$ cat src/rtl/alu_operand_stage_pkg.sv
// Shared constants for the ALU operand stage: opcodes, widths and flag bit positions.
package alu_operand_stage_pkg;

    localparam int unsigned AluDataW = 32;
    localparam int unsigned AluRegN  = 32;
    localparam int unsigned RegIdxW  = 5;
    localparam int unsigned OpcodeW  = 6;
    localparam int unsigned ImmW     = 16;
    localparam int unsigned FlagW    = 4;

    // statusFlags is packed {N,Z,C,V}
    localparam int unsigned FlagN = 3;
    localparam int unsigned FlagZ = 2;
    localparam int unsigned FlagC = 1;
    localparam int unsigned FlagV = 0;

    typedef enum logic [OpcodeW-1:0] {
        OpAdd   = 6'b000000,
        OpSub   = 6'b000001,
        OpAnd   = 6'b000010,
        OpOr    = 6'b000011,
        OpXor   = 6'b000100,
        OpAddiu = 6'b000101,
        OpSll   = 6'b000110,
        OpSrl   = 6'b000111,
        OpAddi  = 6'b001000,
        OpNor   = 6'b001001,
        OpAndi  = 6'b001010,
        OpOri   = 6'b001011,
        OpXori  = 6'b001100
    } alu_op_e;

endpackage

$ cat src/rtl/alu_operand_stage_if.sv
// Instruction, writeback, flag and operand-output bundle between upstream and the operand stage.
interface alu_operand_stage_if
    import alu_operand_stage_pkg::*;
#(
    parameter int unsigned DATA_W = AluDataW
);
    logic                inValid;
    logic                stall;
    logic                flush;
    logic [OpcodeW-1:0]  opcodeIn;
    logic [RegIdxW-1:0]  rs;
    logic [RegIdxW-1:0]  rt;
    logic                useImm;
    logic                immSigned;
    logic [ImmW-1:0]     imm;
    logic                wbEnable;
    logic [RegIdxW-1:0]  wbAddr;
    logic [DATA_W-1:0]   wbData;
    logic                flagLoad;
    logic                negativeFlag;
    logic                zeroFlag;
    logic                carryFlag;
    logic                overflowFlag;
    logic [DATA_W-1:0]   A;
    logic [DATA_W-1:0]   B;
    logic [OpcodeW-1:0]  opcode;
    logic                outValid;
    logic                inputCarry;
    logic [FlagW-1:0]    statusFlags;

    modport master (
        output inValid, stall, flush, opcodeIn, rs, rt, useImm, immSigned, imm,
        output wbEnable, wbAddr, wbData, flagLoad,
        output negativeFlag, zeroFlag, carryFlag, overflowFlag,
        input  A, B, opcode, outValid, inputCarry, statusFlags
    );

    modport slave (
        input  inValid, stall, flush, opcodeIn, rs, rt, useImm, immSigned, imm,
        input  wbEnable, wbAddr, wbData, flagLoad,
        input  negativeFlag, zeroFlag, carryFlag, overflowFlag,
        output A, B, opcode, outValid, inputCarry, statusFlags
    );

endinterface

$ cat src/rtl/register_file.sv
// Two asynchronous read ports, one synchronous write port; entry 0 is hardwired to zero.
module register_file
    import alu_operand_stage_pkg::*;
#(
    parameter int unsigned DATA_W = AluDataW,
    parameter int unsigned REG_N  = AluRegN
) (
    input  logic               clk_i,
    input  logic               rst_i,
    input  logic [RegIdxW-1:0] raddr_a_i,
    input  logic [RegIdxW-1:0] raddr_b_i,
    output logic [DATA_W-1:0]  rdata_a_o,
    output logic [DATA_W-1:0]  rdata_b_o,
    input  logic               we_i,
    input  logic [RegIdxW-1:0] waddr_i,
    input  logic [DATA_W-1:0]  wdata_i
);

    logic [DATA_W-1:0] mem_q [REG_N];
    logic [DATA_W-1:0] mem_d [REG_N];

    always_comb begin
        mem_d = mem_q;
        if (we_i && (waddr_i != '0)) begin
            mem_d[waddr_i] = wdata_i;
        end
    end

    always_ff @(posedge clk_i or posedge rst_i) begin
        if (rst_i) begin
            for (int i = 0; i < int'(REG_N); i++) begin
                mem_q[i] <= '0;
            end
        end else begin
            mem_q <= mem_d;
        end
    end

    assign rdata_a_o = (raddr_a_i == '0) ? '0 : mem_q[raddr_a_i];
    assign rdata_b_o = (raddr_b_i == '0) ? '0 : mem_q[raddr_b_i];

endmodule

$ cat src/rtl/alu_operand_stage.sv
// Reads and bypasses ALU operands, registers them with flush/stall control, and stores ALU flags.
module alu_operand_stage
    import alu_operand_stage_pkg::*;
#(
    parameter int unsigned DATA_W = AluDataW,
    parameter int unsigned REG_N  = AluRegN
) (
    input logic               clk,
    input logic               reset,
    alu_operand_stage_if.slave bus
);

    logic [DATA_W-1:0]  rf_rdata_a, rf_rdata_b;
    logic [DATA_W-1:0]  rs_val, rt_val, imm_ext, b_src;
    logic               wb_live;

    logic [DATA_W-1:0]  a_q, a_d, b_q, b_d;
    logic [OpcodeW-1:0] opcode_q, opcode_d;
    logic               valid_q, valid_d;
    logic [RegIdxW-1:0] rs_q, rs_d, rt_q, rt_d;
    logic               use_imm_q, use_imm_d;
    logic [FlagW-1:0]   flags_q, flags_d;

    register_file #(
        .DATA_W (DATA_W),
        .REG_N  (REG_N)
    ) u_register_file (
        .clk_i     (clk),
        .rst_i     (reset),
        .raddr_a_i (bus.rs),
        .raddr_b_i (bus.rt),
        .rdata_a_o (rf_rdata_a),
        .rdata_b_o (rf_rdata_b),
        .we_i      (bus.wbEnable),
        .waddr_i   (bus.wbAddr),
        .wdata_i   (bus.wbData)
    );

    assign wb_live = bus.wbEnable && (bus.wbAddr != '0);
    assign rs_val  = (wb_live && (bus.wbAddr == bus.rs)) ? bus.wbData : rf_rdata_a;
    assign rt_val  = (wb_live && (bus.wbAddr == bus.rt)) ? bus.wbData : rf_rdata_b;
    assign imm_ext = bus.immSigned ? {{(DATA_W-ImmW){bus.imm[ImmW-1]}}, bus.imm}
                                   : {{(DATA_W-ImmW){1'b0}}, bus.imm};
    assign b_src   = bus.useImm ? imm_ext : rt_val;

    always_comb begin
        a_d       = a_q;
        b_d       = b_q;
        opcode_d  = opcode_q;
        valid_d   = valid_q;
        rs_d      = rs_q;
        rt_d      = rt_q;
        use_imm_d = use_imm_q;
        if (bus.flush) begin
            valid_d = 1'b0;
        end else if (bus.stall) begin
            // A held instruction must not go stale while it waits on a writeback it depends on.
            if (valid_q && wb_live && (bus.wbAddr == rs_q)) begin
                a_d = bus.wbData;
            end
            if (valid_q && !use_imm_q && wb_live && (bus.wbAddr == rt_q)) begin
                b_d = bus.wbData;
            end
        end else begin
            a_d       = rs_val;
            b_d       = b_src;
            opcode_d  = bus.opcodeIn;
            valid_d   = bus.inValid;
            rs_d      = bus.rs;
            rt_d      = bus.rt;
            use_imm_d = bus.useImm;
        end
    end

    always_comb begin
        flags_d = flags_q;
        if (bus.flagLoad) begin
            flags_d[FlagN] = bus.negativeFlag;
            flags_d[FlagZ] = bus.zeroFlag;
            flags_d[FlagC] = bus.carryFlag;
            flags_d[FlagV] = bus.overflowFlag;
        end
    end

    always_ff @(posedge clk or posedge reset) begin
        if (reset) begin
            a_q       <= '0;
            b_q       <= '0;
            opcode_q  <= '0;
            valid_q   <= 1'b0;
            rs_q      <= '0;
            rt_q      <= '0;
            use_imm_q <= 1'b0;
            flags_q   <= '0;
        end else begin
            a_q       <= a_d;
            b_q       <= b_d;
            opcode_q  <= opcode_d;
            valid_q   <= valid_d;
            rs_q      <= rs_d;
            rt_q      <= rt_d;
            use_imm_q <= use_imm_d;
            flags_q   <= flags_d;
        end
    end

    assign bus.A           = a_q;
    assign bus.B           = b_q;
    assign bus.opcode      = opcode_q;
    assign bus.outValid    = valid_q;
    assign bus.inputCarry  = flags_q[FlagC];
    assign bus.statusFlags = flags_q;

endmodule

$ cat src/flat_wrapper.sv
// flat-port wrapper written by rule: the top's interface ports become plain ports
module alu_operand_stage_flat import alu_operand_stage_pkg::*;
#(
    parameter int unsigned DATA_W = AluDataW,
    parameter int unsigned REG_N  = AluRegN
)
  (clk, reset, bus_inValid, bus_stall, bus_flush, bus_opcodeIn, bus_rs, bus_rt, bus_useImm, bus_immSigned, bus_imm, bus_wbEnable, bus_wbAddr, bus_wbData, bus_flagLoad, bus_negativeFlag, bus_zeroFlag, bus_carryFlag, bus_overflowFlag, bus_A, bus_B, bus_opcode, bus_outValid, bus_inputCarry, bus_statusFlags);
  alu_operand_stage_if #(.DATA_W(DATA_W)) bus_i ();
  input logic clk;
  input logic reset;
  input wire logic [$bits(bus_i.inValid)-1:0] bus_inValid;
  input wire logic [$bits(bus_i.stall)-1:0] bus_stall;
  input wire logic [$bits(bus_i.flush)-1:0] bus_flush;
  input wire logic [$bits(bus_i.opcodeIn)-1:0] bus_opcodeIn;
  input wire logic [$bits(bus_i.rs)-1:0] bus_rs;
  input wire logic [$bits(bus_i.rt)-1:0] bus_rt;
  input wire logic [$bits(bus_i.useImm)-1:0] bus_useImm;
  input wire logic [$bits(bus_i.immSigned)-1:0] bus_immSigned;
  input wire logic [$bits(bus_i.imm)-1:0] bus_imm;
  input wire logic [$bits(bus_i.wbEnable)-1:0] bus_wbEnable;
  input wire logic [$bits(bus_i.wbAddr)-1:0] bus_wbAddr;
  input wire logic [$bits(bus_i.wbData)-1:0] bus_wbData;
  input wire logic [$bits(bus_i.flagLoad)-1:0] bus_flagLoad;
  input wire logic [$bits(bus_i.negativeFlag)-1:0] bus_negativeFlag;
  input wire logic [$bits(bus_i.zeroFlag)-1:0] bus_zeroFlag;
  input wire logic [$bits(bus_i.carryFlag)-1:0] bus_carryFlag;
  input wire logic [$bits(bus_i.overflowFlag)-1:0] bus_overflowFlag;
  output wire logic [$bits(bus_i.A)-1:0] bus_A;
  output wire logic [$bits(bus_i.B)-1:0] bus_B;
  output wire logic [$bits(bus_i.opcode)-1:0] bus_opcode;
  output wire logic [$bits(bus_i.outValid)-1:0] bus_outValid;
  output wire logic [$bits(bus_i.inputCarry)-1:0] bus_inputCarry;
  output wire logic [$bits(bus_i.statusFlags)-1:0] bus_statusFlags;
  assign bus_i.inValid = bus_inValid;
  assign bus_i.stall = bus_stall;
  assign bus_i.flush = bus_flush;
  assign bus_i.opcodeIn = bus_opcodeIn;
  assign bus_i.rs = bus_rs;
  assign bus_i.rt = bus_rt;
  assign bus_i.useImm = bus_useImm;
  assign bus_i.immSigned = bus_immSigned;
  assign bus_i.imm = bus_imm;
  assign bus_i.wbEnable = bus_wbEnable;
  assign bus_i.wbAddr = bus_wbAddr;
  assign bus_i.wbData = bus_wbData;
  assign bus_i.flagLoad = bus_flagLoad;
  assign bus_i.negativeFlag = bus_negativeFlag;
  assign bus_i.zeroFlag = bus_zeroFlag;
  assign bus_i.carryFlag = bus_carryFlag;
  assign bus_i.overflowFlag = bus_overflowFlag;
  assign bus_A = bus_i.A;
  assign bus_B = bus_i.B;
  assign bus_opcode = bus_i.opcode;
  assign bus_outValid = bus_i.outValid;
  assign bus_inputCarry = bus_i.inputCarry;
  assign bus_statusFlags = bus_i.statusFlags;
  alu_operand_stage #(.DATA_W(DATA_W), .REG_N(REG_N)) u_core (.clk(clk), .reset(reset), .bus(bus_i));
endmodule
$ cat config.mk
export PLATFORM = sky130hd
export DESIGN_NAME = alu_operand_stage_flat
export DESIGN_NICKNAME = d
export VERILOG_FILES = /design/src/rtl/alu_operand_stage_pkg.sv /design/src/rtl/alu_operand_stage_if.sv /design/src/rtl/register_file.sv /design/src/rtl/alu_operand_stage.sv /design/src/flat_wrapper.sv
export SDC_FILE = /design/constraint.sdc
export NUM_CORES = 2
export LEC_CHECK = 0
export CORE_MARGIN = 2
export CORE_UTILIZATION = 65
export CTS_BUF_LIST = sky130_fd_sc_hd__clkbuf_8 sky130_fd_sc_hd__clkbuf_16
export CTS_CLUSTER_DIAMETER = 120
export DETAILED_ROUTE_END_ITERATION = 7
export MAX_ROUTING_LAYER = met4
export PLACE_DENSITY = 0.88
export SLEW_MARGIN = 30
export SYNTH_ARGS = -nofsm -noshare
export SYNTH_HDL_FRONTEND = slang
export SYNTH_HIERARCHICAL = 1
export SYNTH_SLANG_ARGS = --single-unit
$ cat constraint.sdc
create_clock -name clk -period 63.2 [get_ports clk]
set_clock_uncertainty 0.05 [all_clocks]
set_input_delay 9.48 -clock clk [delete_from_list [all_inputs] [get_ports clk]]
set_output_delay 9.48 -clock clk [all_outputs]
set_load 0.05 [all_outputs]
After elaboration in Yosys (flattened, before gate mapping)
Cells that the tools add are included.
{"block": "op_classes", "n_lt_le_gt_ge": 4, "n_eq_ne": 7, "n_mux": 21, "bitwise": 5, "reduce_logical": 16}
{"cell": "$bwmux 1024", "count": 1}
{"cell": "$mux 32", "count": 15}
{"cell": "$bmux 32 s5", "count": 2}
{"cell": "$demux 32 s5", "count": 1}
{"cell": "$eq 5x5->1", "count": 4}
{"cell": "$ge 6x6->1 const B", "count": 3}
{"cell": "$not 5->6", "count": 3}
{"cell": "$logic_not 5->1", "count": 2}
{"cell": "$logic_and 1x1->1", "count": 9}
{"cell": "$lt 6x1->1 const B", "count": 1}
{"cell": "$ne 2x1->1 const B", "count": 3}
{"cell": "$reduce_and 2->1", "count": 3}
{"cell": "$reduce_bool 5->1", "count": 1}
{"cell": "$mux 1", "count": 2}
{"cell": "$not 1->1", "count": 2}
{"cell": "$logic_not 1->1", "count": 1}
{"block": "totals", "reg_bits": 1110, "word_cells": 93}

Logic depth before layout (Yosys ltp)
{"block": "logic_depth", "ltp_word": 8, "depth_mapped": 11, "mapped_depth_nobuf": 6}

Modules after synthesis
Netlist, hierarchy kept.
{"mod": "register_file", "instances": 1, "cells_per_inst": 3692, "area_each_um2": 54715.0}
{"mod": "alu_operand_stage", "instances": 1, "cells_per_inst": 532, "area_each_um2": 4769.6}

Least setup slack after synthesis
OpenSTA, ideal clock, no wires.
{"block": "synth_path", "path_kind": "input -> register", "startpoint": "input bus_rt[1]", "endpoint": "register u_core.b_q[27] (netlist: u_core/bus.B[27])", "setup_time_ps": 149, "t_arrival_ps": 11235, "required_ps": 63001, "setup_slack_ps": 51767, "stages": 8, "path_buffers": 2, "path_cell_list": "buf_4 buf_6 mux4_2 mux4_2 o22ai_1 nor3_1 nor3_1 o32ai_1"}
{"block": "synth_between", "elab_chain_cells": 8}
{"item": "from (decl)", "line": "flat_wrapper.sv:16", "text": "input wire logic [$bits(bus_i.rt)-1:0] bus_rt;"}
{"item": "$not 5->6 (implied by the code)", "line": "register_file.sv:40", "text": "assign rdata_b_o = (raddr_b_i == '0) ? '0 : mem_q[raddr_b_i];"}
{"item": "$bmux 32 s5", "line": "register_file.sv:40"}
{"item": "$mux 32 (implied by the code) (2 in series)", "line": "register_file.sv:40"}
{"item": "$mux 32 *", "line": "register_file.sv:40"}
{"item": "via u_core.rf_rdata_b[27]", "line": "alu_operand_stage.sv:13", "text": "logic [DATA_W-1:0] rf_rdata_a, rf_rdata_b;"}
{"item": "$mux 32 *", "line": "alu_operand_stage.sv:41", "text": "assign rt_val = (wb_live && (bus.wbAddr == bus.rt)) ? bus.wbData : rf_rdata_b;"}
{"item": "$mux 32 *", "line": "alu_operand_stage.sv:44", "text": "assign b_src = bus.useImm ? imm_ext : rt_val;"}
{"item": "$mux 32 *", "line": "alu_operand_stage.sv:56", "text": "end else if (bus.stall) begin"}
{"item": "to (signal assigned)", "line": "alu_operand_stage.sv:88", "text": "b_q <= '0;"}
{"item": "to (signal assigned)", "line": "alu_operand_stage.sv:97", "text": "b_q <= b_d;"}
{"item": "to (decl)", "line": "alu_operand_stage.sv:17", "text": "logic [DATA_W-1:0] a_q, a_d, b_q, b_d;"}
The timed path passes the listed nets; every way through them passes the cells marked *. The select of a mux whose other input is x is not followed.
A chain may end at the register's enable or synchronous reset.

Worst setup path after layout
{"block": "layout_path", "startpoint": "input bus_rs[1]", "endpoint": "register u_core.a_q[8] (netlist: u_core/bus.A[8])"}
{"block": "layout_between", "elab_chain_cells": 7}
{"item": "from (decl)", "line": "flat_wrapper.sv:15", "text": "input wire logic [$bits(bus_i.rs)-1:0] bus_rs;"}
{"item": "$not 5->6 (implied by the code)", "line": "register_file.sv:39", "text": "assign rdata_a_o = (raddr_a_i == '0) ? '0 : mem_q[raddr_a_i];"}
{"item": "$bmux 32 s5", "line": "register_file.sv:39"}
{"item": "$mux 32 (implied by the code) (2 in series)", "line": "register_file.sv:39"}
{"item": "$mux 32 *", "line": "register_file.sv:39"}
{"item": "via u_core.rf_rdata_a[8]", "line": "alu_operand_stage.sv:13"}
{"item": "$mux 32 *", "line": "alu_operand_stage.sv:40", "text": "assign rs_val = (wb_live && (bus.wbAddr == bus.rs)) ? bus.wbData : rf_rdata_a;"}
{"item": "$mux 32 *", "line": "alu_operand_stage.sv:56"}
{"item": "to (signal assigned)", "line": "alu_operand_stage.sv:87", "text": "a_q <= '0;"}
{"item": "to (signal assigned)", "line": "alu_operand_stage.sv:96", "text": "a_q <= a_d;"}
{"item": "to (decl)", "line": "alu_operand_stage.sv:17"}
Marks and branches as above.

==> metrics.cfg <==
[status]
status=finished, final reports clean

[yosys]
yosys.cell_types.count=61
yosysMostFrequentCell=dfrtp_1
async_flop_share=1.000
synth_cells=4224
synth_top_area_cell=dfrtp_1
syn_area_um2=59480
netlist_top_cells_count=dfrtp_1, mux2_2, mux4_2, mux2i_1, clkbuf_1
synth_seq_area_share=0.4670
synthTopCellsByArea=dfrtp_1, mux2_2, mux4_2
synth_fp_nets=4306
synth_top_flop_cell=dfrtp_1
ys_ff_latch=1110
synth_edf_count=0
syn_area_per_cell_um2=14.08
synth.top_cell.area_share=0.4670
yosys_warnings=6

[floorplanning]
dieArea_um2=93950
num_rows=110
die_h_um=306.5
core_um2=90290
fp.dieW_um=306.5
ioPinCount=158
start_util=0.6588

[cells_and_area]
final_nets=4219
design_area_um2=65260
syn_to_final_growth_pct=9.716
final_core_util=0.7229
drive_above_1_share=0.4352
fillers=5411
final_cells=5418

[cts]
clk_latency_ns=0.74
cts_root_buffer=clkbuf_16
clk_pin_slew_ns=0.06
cts_tree=built
cts_made_buffers=114
cts.sinks=1110
holdBufCountCts=0
h-tree-depth=3
clk_path_buf_depth=3
cts_setup_buffers=0
post_cts_resized=0

[worst_setup_path]
cpPeakStageDelay_ns=0.78
endpoint_kind=flop
critPathMostFrequentCell=buf_4
crit_path_start_kind=input pin
reg2reg_slack_ns=60.53
cp.arrival_ns=13.60
path_max_fanout=44
crit_path_cell_trace=buf_6 -> buf_4 -> buf_4 -> or3b_2 -> buf_4 -> o221ai_1 -> a221oi_1 -> a2111oi_1 -> mux2i_1 -> a21oi_1
worstPathRequired_ns=63.78
critPathKind=input pin to flop
crit_slowest_cell=or3b_2

[detailed_routing]
drtIter0Drc=6310
wl_per_cell_um=36.60
drc_errors=0
avgViaCountPerCell=7.804
drtPass1Iterations=8
num_vias=42280
ant_nets=0
finalWirelength_mm=198.3

[timing]
min_period_over_period=0.2061
tns_ns=0
hold_violations=0
holdWs_ns=0.3496
maxSlewViolCount=0
rsz0062_at_grt=no
max_slew_margin=0.2643
finalSetupViolCount=0
max_freq_mhz=76.79
worst_slew_pin_slew_ns=1.104
min_period_ns=13.02

[power]
powerDensity_nw_per_um2=32.60
leakagePower_uw=0.02848
irDropWorstVdd_mv=0.02477

[grt]
grt.total_usage=0.4393
grt_pass1_wl_mm=291.3
grt_overflow=0
grt_pass1_vias=43910
antenna_found_initial=10
grt_max_degree=187

[placement]
post-dp-hpwl_mm=109.8
port_buffers=157
place_congestion=0.9136
placed_area_um2=61180
dp.cells=5194

[hold_path]
hold_class=flop to flop

[flow_run]
maxCapViolations=0

## worst max-delay path, delay by kind of cell
family,cells,cell delay [ns]
AOI/OAI and AO/OA,4,0.94
buffers and inverters,4,2.17
muxes,1,0.15
and+or+nand+nor,1,0.78
## stage by stage
step / setup WS, ns / total power (µW)
5_1_grt: 50.08 / 2194
2_1_floorplan: 24.85 / 1269
4_1_cts: 50.20 / 2112
3_3_place_gp: 49.49 / 1371
6_report: 50.18 / 2128
3_5_place_dp: 49.52 / 1399
## layout by cell type (no fill, tap or decap), drive strengths merged, types with 3 or more instances in the layout
cell type,instances
bufinv,15
clkinvlp,8
o22ai,40
mux2i,320
nand3b,6
inv,61
nor3,99
a22oi,77
o221ai,21
mux2,1041
nor3b,4
nor2,56
xnor2,9
a22o,42
a221oi,3
clkdlybuf4s50,122
a211oi,38
mux4,397
xor2,11
or3b,3
and2,35
buf,148
clkinv,21
nand2,106
o31ai,16
a2111oi,32
o32ai,32
nor2b,42
dfrtp,1110
or2,3
o21ai,19
clkbuf,139
diode,14
a311oi,8
nand3,14
and3,3
a21oi,91
nor4,17
a31oi,4
## final timing paths
kind	startpoint	endpoint	cells after the start
max in group asynchronous	reset	u_core/u_register_file/mem_q[490]	6
worst min register to register	u_core/u_register_file/mem_q[1008]	u_core/u_register_file/mem_q[1008]	0
min in group asynchronous	reset	u_core/u_register_file/mem_q[408]	2
worst max register to register	u_core/u_register_file/mem_q[695]	u_core/bus.A[23]	6
worst min-delay path	u_core/u_register_file/mem_q[1008]	u_core/u_register_file/mem_q[1008]	0
worst max-delay path	bus_rs[1]	u_core/bus.A[8]	10
## power breakdown
| group | internal [µW] | switching, µW |
|---|---|---|
| clock | 421 | 296 |
| combinational | 246 | 208 |
| sequential | 844 | 113 |
| total | 1510 | 617 |
## flip-flops by register name, summed over array words and instances, names as in the netlist
| name | flops |
|---|---|
| u_core/bus.B | 32 |
| u_core/bus.statusFlags | 4 |
| u_core/u_register_file/mem_q | 1024 |
| u_core/use_imm_q | 1 |
| u_core/bus.opcode | 6 |
| u_core/rt_q | 5 |
| u_core/rs_q | 5 |
| u_core/bus.A | 32 |
| u_core/bus.outValid | 1 |
## cells by family after synthesis
| logic type | share of synthesized area |
|---|---|
| mux | 0.4012 |
| flops | 0.4670 |
| buf+inv | 0.04289 |
| compound gates | 0.05237 |
| simple gates | 0.03361 |
| xor+xnor | 0.002945 |
## per-layer routing
layer	routed length [µm]	global-route usage
met3	31060	0.1595
met1	67240	0.5603
met4	15710	0.2791
met2	84300	0.5973
met5	0	-
## area by class of cell
class	instances	area, µm²	share of cell area
Antenna cell	14	35.03	0.0005368
Sequential cell	1110	27780	0.4256
Multi-Input combinational cell	2604	29430	0.4509
Timing Repair Buffer	270	2429	0.03721
Tap cell	1176	1471	0.02255
Clock inverter	68	753.2	0.01154
Inverter	37	153.9	0.002358
Clock buffer	139	3219	0.04933
No activity file was read; power rests on OpenSTA's default activity.
